==> config.mk <==
export PLATFORM = sky130hd
export DESIGN_NAME = flr_resp_ctrl
export DESIGN_NICKNAME = d
export VERILOG_FILES = /design/src/rtl/flr_resp_ctrl.sv
export SDC_FILE = /design/constraint.sdc
export NUM_CORES = 1
export LEC_CHECK = 0
export CAP_MARGIN = 25
export CORE_MARGIN = 2
export CORE_UTILIZATION = 49
export CTS_CLUSTER_SIZE = 16
export DETAILED_ROUTE_END_ITERATION = 8
export PLACE_DENSITY = 0.76
export SYNTH_ARGS = -nofsm -noshare
export SYNTH_HDL_FRONTEND = slang
export SYNTH_SLANG_ARGS = --single-unit
export TNS_END_PERCENT = 20
==> constraint.sdc <==
create_clock -name clk -period 4.17 [get_ports clk]
set_clock_uncertainty 0.2 [all_clocks]
set_input_delay 1.0425 -clock clk [delete_from_list [all_inputs] [get_ports clk]]
set_output_delay 1.0425 -clock clk [all_outputs]
set_load 0.1 [all_outputs]
==> src/rtl/flr_resp_ctrl.sv <==
// flr_resp_ctrl: function-level-reset responder for PFs and VFs.
// Physical-function (PF) requests arrive as levels.
// Virtual-function (VF) requests arrive as strobes and are queued in a small FIFO.
// Functions are serviced one at a time: reset pulse, then quiesce wait, then completion.
// Optional feature: define FLR_TIMEOUT_EN to bound the quiesce wait with TIMEOUT_CYCLES.
`timescale 1ns/1ps
module flr_resp_ctrl #(
  parameter int VF_FIFO_DEPTH  = 4,
  parameter int RST_CYCLES     = 16,
  parameter int TIMEOUT_CYCLES = 1024
) (
  input  logic        clk,
  input  logic        rst,
  input  logic [7:0]  i_flr_pf_active,
  input  logic        i_flr_rcvd_vf,
  input  logic [2:0]  i_flr_rcvd_pf_num,
  input  logic [10:0] i_flr_rcvd_vf_num,
  output logic [7:0]  o_flr_pf_done,
  output logic        o_flr_completed_vf,
  output logic [2:0]  o_flr_completed_pf_num,
  output logic [10:0] o_flr_completed_vf_num,
  output logic        o_func_rst,
  output logic        o_func_rst_vf_active,
  output logic [2:0]  o_func_rst_pf_num,
  output logic [10:0] o_func_rst_vf_num,
  input  logic        i_func_quiesced,
  output logic        o_vf_overflow,
  output logic        o_flr_timeout
);

  localparam int PTR_W   = $clog2(VF_FIFO_DEPTH);
  localparam int CNT_MAX = (RST_CYCLES > TIMEOUT_CYCLES) ? RST_CYCLES : TIMEOUT_CYCLES;
  localparam int CNT_W   = $clog2(CNT_MAX + 1);

  localparam logic [1:0] S_IDLE   = 2'd0;
  localparam logic [1:0] S_RESET  = 2'd1;
  localparam logic [1:0] S_WAIT_Q = 2'd2;
  localparam logic [1:0] S_DONE   = 2'd3;

  logic [1:0]       state;
  logic [CNT_W-1:0] cnt;
  logic             pf_dropped;

  logic [13:0]      fifo_mem [VF_FIFO_DEPTH];
  logic [PTR_W-1:0] wr_ptr;
  logic [PTR_W-1:0] rd_ptr;
  logic [PTR_W:0]   fifo_cnt;
  logic [13:0]      fifo_head;
  logic             fifo_full;
  logic             fifo_empty;
  logic             do_push;
  logic             do_pop;

  logic [7:0]       pf_pending;
  logic             pf_any;
  logic [2:0]       pf_win;

  assign fifo_full  = (fifo_cnt == (PTR_W+1)'(VF_FIFO_DEPTH));
  assign fifo_empty = (fifo_cnt == '0);
  assign fifo_head  = fifo_mem[rd_ptr];

  // Arbitration: the only PF that can be in service is absent while in IDLE,
  // so pending reduces to requested-and-not-yet-done. The lowest index wins.
  always_comb begin
    pf_pending = i_flr_pf_active & ~o_flr_pf_done;
    pf_any     = |pf_pending;
    pf_win     = 3'd0;
    for (int i = 7; i >= 0; i--) begin
      if (pf_pending[i]) pf_win = 3'(i);
    end
  end

  // A VF is popped only when IDLE has no PF to serve. A push into a full queue
  // survives only if the head leaves in the same cycle.
  assign do_pop  = (state == S_IDLE) && !pf_any && !fifo_empty;
  assign do_push = i_flr_rcvd_vf && (!fifo_full || do_pop);

  // The queue storage needs no reset because occupancy is tracked separately.
  always_ff @(posedge clk) begin
    if (do_push) fifo_mem[wr_ptr] <= {i_flr_rcvd_pf_num, i_flr_rcvd_vf_num};
  end

  // Queue pointers, occupancy and the sticky drop flag.
  always_ff @(posedge clk) begin
    if (rst) begin
      wr_ptr        <= '0;
      rd_ptr        <= '0;
      fifo_cnt      <= '0;
      o_vf_overflow <= 1'b0;
    end else begin
      if (do_push) wr_ptr <= wr_ptr + PTR_W'(1);
      if (do_pop)  rd_ptr <= rd_ptr + PTR_W'(1);
      case ({do_push, do_pop})
        2'b10:   fifo_cnt <= fifo_cnt + (PTR_W+1)'(1);
        2'b01:   fifo_cnt <= fifo_cnt - (PTR_W+1)'(1);
        default: fifo_cnt <= fifo_cnt;
      endcase
      if (i_flr_rcvd_vf && !do_push) o_vf_overflow <= 1'b1;
    end
  end

  // Service sequencer. The identity outputs double as the latched record of
  // the function in service. They are cleared when the sequence finishes.
`ifdef FLR_TIMEOUT_EN
  logic timeout_flag;
  assign o_flr_timeout = timeout_flag;
`else
  assign o_flr_timeout = 1'b0;
`endif

  always_ff @(posedge clk) begin
    if (rst) begin
      state                  <= S_IDLE;
      cnt                    <= '0;
      pf_dropped             <= 1'b0;
      o_flr_pf_done          <= '0;
      o_flr_completed_vf     <= 1'b0;
      o_flr_completed_pf_num <= '0;
      o_flr_completed_vf_num <= '0;
      o_func_rst             <= 1'b0;
      o_func_rst_vf_active   <= 1'b0;
      o_func_rst_pf_num      <= '0;
      o_func_rst_vf_num      <= '0;
`ifdef FLR_TIMEOUT_EN
      timeout_flag           <= 1'b0;
`endif
    end else begin
      o_flr_completed_vf     <= 1'b0;
      o_flr_completed_pf_num <= '0;
      o_flr_completed_vf_num <= '0;
      o_flr_pf_done          <= o_flr_pf_done & i_flr_pf_active;
      case (state)
        S_IDLE: begin
          if (pf_any) begin
            state                <= S_RESET;
            cnt                  <= '0;
            pf_dropped           <= 1'b0;
            o_func_rst           <= 1'b1;
            o_func_rst_vf_active <= 1'b0;
            o_func_rst_pf_num    <= pf_win;
            o_func_rst_vf_num    <= '0;
          end else if (!fifo_empty) begin
            state                <= S_RESET;
            cnt                  <= '0;
            pf_dropped           <= 1'b0;
            o_func_rst           <= 1'b1;
            o_func_rst_vf_active <= 1'b1;
            o_func_rst_pf_num    <= fifo_head[13:11];
            o_func_rst_vf_num    <= fifo_head[10:0];
          end
        end
        S_RESET: begin
          if (!o_func_rst_vf_active && !i_flr_pf_active[o_func_rst_pf_num]) pf_dropped <= 1'b1;
          if (cnt == CNT_W'(RST_CYCLES - 1)) begin
            state      <= S_WAIT_Q;
            cnt        <= '0;
            o_func_rst <= 1'b0;
          end else begin
            cnt <= cnt + CNT_W'(1);
          end
        end
        S_WAIT_Q: begin
          if (!o_func_rst_vf_active && !i_flr_pf_active[o_func_rst_pf_num]) pf_dropped <= 1'b1;
          if (i_func_quiesced) begin
            state <= S_DONE;
          end
`ifdef FLR_TIMEOUT_EN
          else if (cnt == CNT_W'(TIMEOUT_CYCLES - 1)) begin
            state        <= S_DONE;
            timeout_flag <= 1'b1;
          end else begin
            cnt <= cnt + CNT_W'(1);
          end
`endif
        end
        default: begin
          state <= S_IDLE;
          if (o_func_rst_vf_active) begin
            o_flr_completed_vf     <= 1'b1;
            o_flr_completed_pf_num <= o_func_rst_pf_num;
            o_flr_completed_vf_num <= o_func_rst_vf_num;
          end else if (i_flr_pf_active[o_func_rst_pf_num] && !pf_dropped) begin
            o_flr_pf_done[o_func_rst_pf_num] <= 1'b1;
          end
          o_func_rst_vf_active <= 1'b0;
          o_func_rst_pf_num    <= '0;
          o_func_rst_vf_num    <= '0;
        end
      endcase
    end
  end

endmodule

# Yosys cells after proc, flatten, opt, wreduce, memory -nomap -nowiden
# Memories as Yosys holds them, arrays and structs flattened. A register that Yosys moved wholly into a read port is not among the register bits.
# Cells that the tools add are included.
[op_classes] n_lt_le_gt_ge=2 n_reduce_logical=30 n_addsub=5 bitwise_logic=6 eq_ne=10 mux=46
[ops] op="2-to-1 mux 11 bit" count=5
[ops] op="case mux 11 bit (2 select lines)" count=2
[ops] op="2-to-1 mux 3 bit" count=10
[ops] op="2-to-1 mux 8 bit" count=3
[ops] op="AND 8 bit" count=2
[ops] op="2-to-1 mux 1 bit" count=12
[ops] op="2-to-1 mux 2 bit" count=6
[ops] op="case mux 3 bit (2 select lines)" count=2
[ops] op="adder 11 x 1 -> 11 bit, second input constant" count=1
[ops] op="equality test 11 x 4 -> 1 bit, second input constant" count=1
[ops] op="AND reduction 3 bit" count=3
[ops] op="NOT 8 bit" count=1
[ops] op="bitwise OR 8 bit" count=1
[ops] op="OR reduction 8 bit" count=1
[ops] op="logical AND 1 bit" count=7
[ops] op="logical NOT 1 bit" count=7
[ops] op="case mux 1 bit (2 select lines)" count=3
[ops] op="case mux 2 bit (3 select lines)" count=1
[ops] op="nonzero test 2 bit" count=3
[ops] op="OR reduction 5 bit" count=1
[ops] op="adder 2 x 1 -> 2 bit, second input constant" count=2
[ops] op="equality test 2 x 1 -> 1 bit, second input constant" count=2
[ops] op="equality test 2 bit, second input constant" count=2
[ops] op="< comparator 3 x 4 -> 1 bit, second input constant" count=1
[ops] op="other kinds (17)" count=20
[word_totals] out_inout_bits=41 elab_cells=115 reg_bits=61 in_bits=26 ramBits=56 n_memories=1
[memory_table] memory="fifo_mem" depth=4 word_bits=14 read_ports=1 rd_clocked_by_memory_dff=1 write_ports=1 line_no="44" source="logic [13:0] fifo_mem [VF_FIFO_DEPTH];"

# Depth between registers and ports, before layout
# Gate-level depths: netlist of run 1.
[depth] depth_word=12 mapped_depth=11 ltp_nobuf=10

# Worst setup path after synthesis of run 1
# No wires, ideal clock.
[synth_path] path_type="input to register" from="input port i_flr_pf_active[4]" to="register fifo_cnt[2]" arrival_time_ns=3.509 path_buffers=2 path_slack_ns=0.328 cell_stages=10 required_time_ns=3.837 setup_ns=0.133 path_cell_list="nor2b_1 > or4_1 > buf_2 > nor4_2 > buf_2 > nand2_1 > fa_1 > a311oi_1 > nand4b_1 > o311ai_1"
[synth_between] elab_chain_len=9 word_cells_on_any_way=11 classes_between="2 x eq/ne; 1 x mux; 1 x bitwise; 7 x reduce/logical"
[synth_rtl] element="start, declared" line_no="14" source="input logic [7:0] i_flr_pf_active,"
[synth_rtl] element="AND 8 bit *" line_no="65" source="pf_pending = i_flr_pf_active & ~o_flr_pf_done;"
[synth_rtl] element="OR reduction 8 bit *" line_no="66" source="pf_any = |pf_pending;"
[synth_rtl] element="logical NOT 1 bit *" line_no="75" source="assign do_pop = (state == S_IDLE) && !pf_any && !fifo_empty;"
[synth_rtl] element="logical AND 1 bit * (2 in a row)" line_no="75"
[synth_rtl] element="logical OR 1 bit" line_no="76" source="assign do_push = i_flr_rcvd_vf && (!fifo_full || do_pop);"
[synth_rtl] element="logical AND 1 bit" line_no="76"
[synth_rtl] element="equality test 2 x 1 -> 1 bit or equality test 2 bit (tied branches)" line_no="93" source="case ({do_push, do_pop})"
[synth_rtl] element="case mux 3 bit (2 select lines) or nonzero test 2 bit (tied branches)"
[synth_rtl] element="end signal, assigned" line_no="94" source="2'b10: fifo_cnt <= fifo_cnt + (PTR_W+1)'(1);"
[synth_rtl] element="end signal, assigned" line_no="95" source="2'b01: fifo_cnt <= fifo_cnt - (PTR_W+1)'(1);"
[synth_rtl] element="end signal, assigned" line_no="96" source="default: fifo_cnt <= fifo_cnt;"
[synth_rtl] element="end, declared" line_no="47" source="logic [PTR_W:0] fifo_cnt;"
# Every way passes the cells marked *; elsewhere a longest branch is shown, timed or not.
# A chain may end at the register's enable or synchronous reset.

# Worst setup path in the final report of run 1
# Ends and elaborated chain as after synthesis.

==> impl_metrics.ini, run 1 <==
[run_status]
status = finished clean

[route]
wl_um = 9920
wl_per_cell_um = 16.2
drtAntennaViolNets = 0
vias = 3385
drc = 0
viasPerCell = 5.53
drt_iter0_drc = 197
firstDrtPassIters = 4

[synth]
synth_top_area_share_pct = 34.3
ys_types = 55
syn_inst = 388
synth_area_leader_cell = edfxtp_1
synth.avg_cell_area_um2 = 12.7
synthTopCellsByArea = edfxtp_1 34%, dfxtp_1 26%, mux4_2 6.4%
synth_area_um2 = 4910
ys_seq_area_share_pct = 59.9
ys_ff_latch = 119
yosys_warnings = 0
synth-async-reset-ratio_pct = 0
syn_nets = 424
synth_edf_count = 56
ys.flop_type = dfxtp_1

[placed_design]
place_congestion = 0.871
dp_cells = 578
post-place-ws_ns = 0.0831
numPortBuffers = 65
dp_hpwl_um = 6690
dpl_cell_area_um2 = 5720

[cts]
root_buffer = clkbuf_8
hold_buffers = 0
clk_pin_slew_ns = 0.06
cts_buffers = 17
clock_latency_ns = 0.51
cts_resized = 0
clock_sinks = 119
cts_buffer_depth = 2
cts_tree = built
postCtsSetupRepairBufs = 0
cts_htree_levels = 4

[layout]
nets = 502
drive_gt1_share_pct = 15.2
diodes = 0
multi_input_area_um2 = 1830
stdcell_area_um2 = 6320
layout.area.seq_um2 = 2940
n_fill_cell = 730
final_cell_count_no_fill = 612
area_growth_syn_to_layout_pct = 28.7

[global_route]
grt_pass1_vias = 3294
grt_max_degree = 31
grt_util_all_layers_pct = 19.2
grt_antenna_before_repair = 0
grt_first_pass_wirelength_um = 16400
overflow = 0

[critical_path]
worst_ep_required_time_ns = 4.39
cp_max_fo = 4
arrival_ns = 3.86
cp-end-kind = flop
worstSetupStartpointType = input port
critPathKind = input port to flop

[sta]
worst_slew_pin_slew_ns = 1.02
hold_violations = 0
layout_setup_ws_ns = 0.526
fin_tns_setup_ns = 0
rsz0062_at_grt = false
finalCriticalPeriod_ns = 3.64
maxSlewHeadroom_pct = 31.7
setup_viol_count_final = 0
fmax_ghz = 0.274
finalMaxSlewViolations = 0
fin_crit_sh_pct = 87.4

[floorplan]
core_um2 = 9730
rows = 36
die_h_um = 104
die_x_um = 104
start_util_pct = 50.5
io_pins = 67
dieArea_um2 = 10800

[hold_path]
hp-class = flop to flop

[power]
max-vdd-ir-drop_mv = 0.313
p_per_area_nw_per_um2 = 508
leakage_nw = 2.13

[run]
max-cap-violations = 0
## logic make-up after synthesis
group	count (synthesis)	share of synthesized area, %
AO/OA/AOI/OAI	78	11.6
XOR/XNOR	1	0.178
adder cells (fa/ha/maj)	10	2.70
buffers and inverters	30	2.73
flip-flops	119	59.9
multiplexers	20	7.72
other	1	0.0764
AND/OR/NAND/NOR	129	15.1
## power breakdown
part	internal, mW	switching [mW]
combinational	0.169	0.346
sequential	1.29	0.0484
clock	0.765	0.593
total	2.22	0.987
## state kept, by name (all words and copies together), names as in the netlist, 2 cells and up, named ones only
signal / cells
fifo_mem: 56
cnt: 11
o_flr_completed_vf_num: 11
o_func_rst_vf_num: 11
o_flr_pf_done: 8
fifo_cnt: 3
o_flr_completed_pf_num: 3
o_func_rst_pf_num: 3
rd_ptr: 2
state: 2
wr_ptr: 2
## cells in the mapped netlist (all sizes together), types with 5 or more instances
cell and n:
a21oi 19, a32o 11, and2 18, buf 7
clkbuf 12, dfxtp 63, edfxtp 56, ha 9
inv 10, mux4 14, nand2 25, nand2b 8
nand3 8, nand4 6, nor2 19, nor2b 7
nor3 5, nor4 6, o21ai 12, o22ai 10
o31ai 9, or3 8, or4 9
## path summary, 6_finish.rpt
kind,startpoint,to,slack [ns],cells past startpoint
setup / recovery,i_flr_pf_active[4],fifo_cnt[2],0.53,9
hold / removal,o_vf_overflow,o_vf_overflow,0.28,2
setup reg to reg,o_flr_pf_done[5],fifo_cnt[2],1.24,8
hold reg to reg,o_vf_overflow,o_vf_overflow,0.28,2
## worst max-delay path: stages
cell and delay [ns]:
clkdlybuf4s50_1 0.47, nor2b_1 0.21, or4_1 0.56, nor4_2 0.34
nand2_1 0.11, fa_1 0.43, a311oi_1 0.36, a31oi_1 0.11
o311ai_1 0.24
## area by class of cell
cell class,count,share of cell area [%]
Clock buffer,17,6.55
Inverter,11,0.653
Sequential cell,119,46.6
Timing Repair Buffer,78,12.2
Tap cell,133,2.63
Clock inverter,15,2.44
Multi-Input combinational cell,239,29.0
## metal layers
metal	vias up	share of wire (%)	track usage [%]
met4	0	1.9	8.49
met3	13	4.5	5.01
met5	-	0	0
li1	1646	-	-
met2	83	50	31.3
met1	1643	43	24.1
## layout by cell type (no fill, tap or decap), types with 3 or more instances in the layout
cell	n
ha_1	9
nand2_1	25
mux4_2	14
mux2_1	3
edfxtp_1	56
o21ai_1	8
o22ai_1	10
and2_1	18
clkbuf_16	16
o21ai_0	4
o31ai_1	9
o211ai_1	4
mux2i_1	3
nand3_1	8
or4_1	9
inv_8	4
inv_6	5
nor3_1	5
clkdlybuf4s50_1	65
a21oi_1	11
or3_1	8
buf_4	11
a32o_1	11
dfxtp_1	63
a21oi_2	8
nor4_1	3
inv_1	10
nor2b_1	6
nand2b_1	8
nand4b_1	3
nand4_1	6
nor2_1	19
## stage by stage
step	hold WS, ns	power (mW)	utilization, %
2_1_floorplan	0.249	1.72	-
3_3_place_gp	0.258	1.86	58.8
3_5_place_dp	0.270	1.87	58.8
4_1_cts	0.288	3.22	64.6
5_1_grt	0.310	3.33	65.0
6_report	0.282	3.21	65.0
(Power assumes the default switching activity.)
==> run 2, diff against run 1 <==
- CORE_ASPECT_RATIO: not set -> 0.75
- MAX_ROUTING_LAYER: not set -> met4
==> impl_metrics.ini, run 2 (synthesis gave the netlist of run 1 again) <==
[run_status]
status = finished clean

[route]
firstDrtPassIters = 5
drtAntennaViolNets = 0
viasPerCell = 5.87
drc = 0
wl_um = 11000
drt_iter0_drc = 320
wl_per_cell_um = 17.9
vias = 3587

[floorplan]
die_h_um = 90.7
start_util_pct = 50.6
core_um2 = 9700
die_x_um = 120
dieArea_um2 = 10800
rows = 31
io_pins = 67

[global_route]
grt_pass1_vias = 3441
grt_max_degree = 31
grt_first_pass_wirelength_um = 18000
grt_util_all_layers_pct = 22.3
grt_antenna_before_repair = 0
overflow = 0

[placed_design]
place_congestion = 0.890
dp_cells = 578
numPortBuffers = 65
dp_hpwl_um = 7260
post-place-ws_ns = 0.0621

[cts]
cts_buffer_depth = 2
clock_latency_ns = 0.42
postCtsSetupRepairBufs = 0
cts_tree = built
hold_buffers = 0
cts_htree_levels = 4
root_buffer = clkbuf_16
clk_pin_slew_ns = 0.06
clock_sinks = 119
cts_buffers = 17
cts_resized = 0

[sta]
maxSlewHeadroom_pct = 30.2
worst_slew_pin_slew_ns = 1.04
setup_viol_count_final = 0
holdWs_ns = 0.271
layout_setup_ws_ns = 0.358
hold_violations = 0
finalCriticalPeriod_ns = 3.81
fin_crit_sh_pct = 91.4
rsz0062_at_grt = false
fin_tns_setup_ns = 0
fmax_ghz = 0.262
finalMaxSlewViolations = 0

[power]
max-vdd-ir-drop_mv = 0.383
p_per_area_nw_per_um2 = 528
leakage_nw = 2.15

[run]
max-cap-violations = 0

[layout]
n_fill_cell = 700
nets = 502
drive_gt1_share_pct = 15.2
multi_input_area_um2 = 1830
final_common_cell = clkdlybuf4s50_1
top_register = fifo_mem
final_cell_count_no_fill = 611
diodes = 0
largest_reg_flops = 56
final_cell_mix = 65 x clkdlybuf4s50_1, 63 x dfxtp_1, 56 x edfxtp_1
layout.area.seq_um2 = 2940
area_growth_syn_to_layout_pct = 29.4

[critical_path]
crit_path_start = i_flr_pf_active[4]
worst_ep_required_time_ns = 4.27
rr_endpoint = fifo_cnt[2]
reg2reg_depth = 9
critPathKind = input port to flop
regToRegStartpoint = state[0]
arrival_ns = 3.92
cp-end-kind = flop
cp_max_fo = 4
worstSetupStartpointType = input port
reg2reg_slack_ns = 1.12

[hold_path]
hold_end = pf_dropped
worst_hold_startpoint = pf_dropped
hold_depth = 2
hp-class = flop to flop
[run 2: cell types whose count changed in the layout (fill, tap and decap cells not counted)]
cell       change
inv_6          +1
clkbuf_4       -1
buf_4          +1
clkbuf_16      +1
clkbuf_8       -1
clkinv_8       -2
inv_8          -1
bufinv_16      +2
[run 2: power breakdown]
part           internal (mW)  leakage, nW  switching, mW
sequential              1.29         1.02         0.0493
combinational          0.169        0.836          0.356
clock                  0.903        0.292          0.589
total                   2.36         2.15          0.995
[run 2: per-layer routing]
metal / up-vias / GRT usage (%) / wire, um
met5: - / - / 0
met4: 0 / 8.24 / 175
met3: 18 / 5.56 / 620
met2: 154 / 33.0 / 5260
met1: 1759 / 29.8 / 4910
li1: 1656 / - / -
[run 2: worst max path at each step]
stage | end | cells past startpoint
2_1_floorplan | fifo_cnt[2] | 10
3_3_place_gp | fifo_cnt[2] | 9
3_5_place_dp | fifo_cnt[2] | 9
4_1_cts | fifo_cnt[2] | 9
5_1_grt | fifo_cnt[2] | 9
6_report | fifo_cnt[2] | 9
[run 2: cell type report]
class                           instances  area share, %
Multi-Input combinational cell        239           28.8
Timing Repair Buffer                   78           12.1
Clock buffer                           17           6.69
Inverter                               11          0.650
Clock inverter                         15           2.82
Sequential cell                       119           46.3
Tap cell                              132           2.60
[run 2: through the flow]
| stage | instance area [um2] | util, % | power [mW] |
|---|---|---|---|
| finish | 6350 | 65.5 | 3.35 |
| global route | 6350 | 65.5 | 3.48 |
| CTS | 6330 | 65.3 | 3.37 |
| detailed placement | 5720 | 59.0 | 1.88 |
| global placement | 5720 | 59.0 | 1.86 |
| floorplan | 4910 | - | 1.72 |
[run 2: critical path, cell delays in order]
cell and delay [ns]:
clkdlybuf4s50_1 0.48, nor2b_1 0.21, or4_1 0.55, nor4_2 0.33, nand2_1 0.11, fa_1 0.44, a311oi_1 0.36, a31oi_1 0.10
o311ai_1 0.30
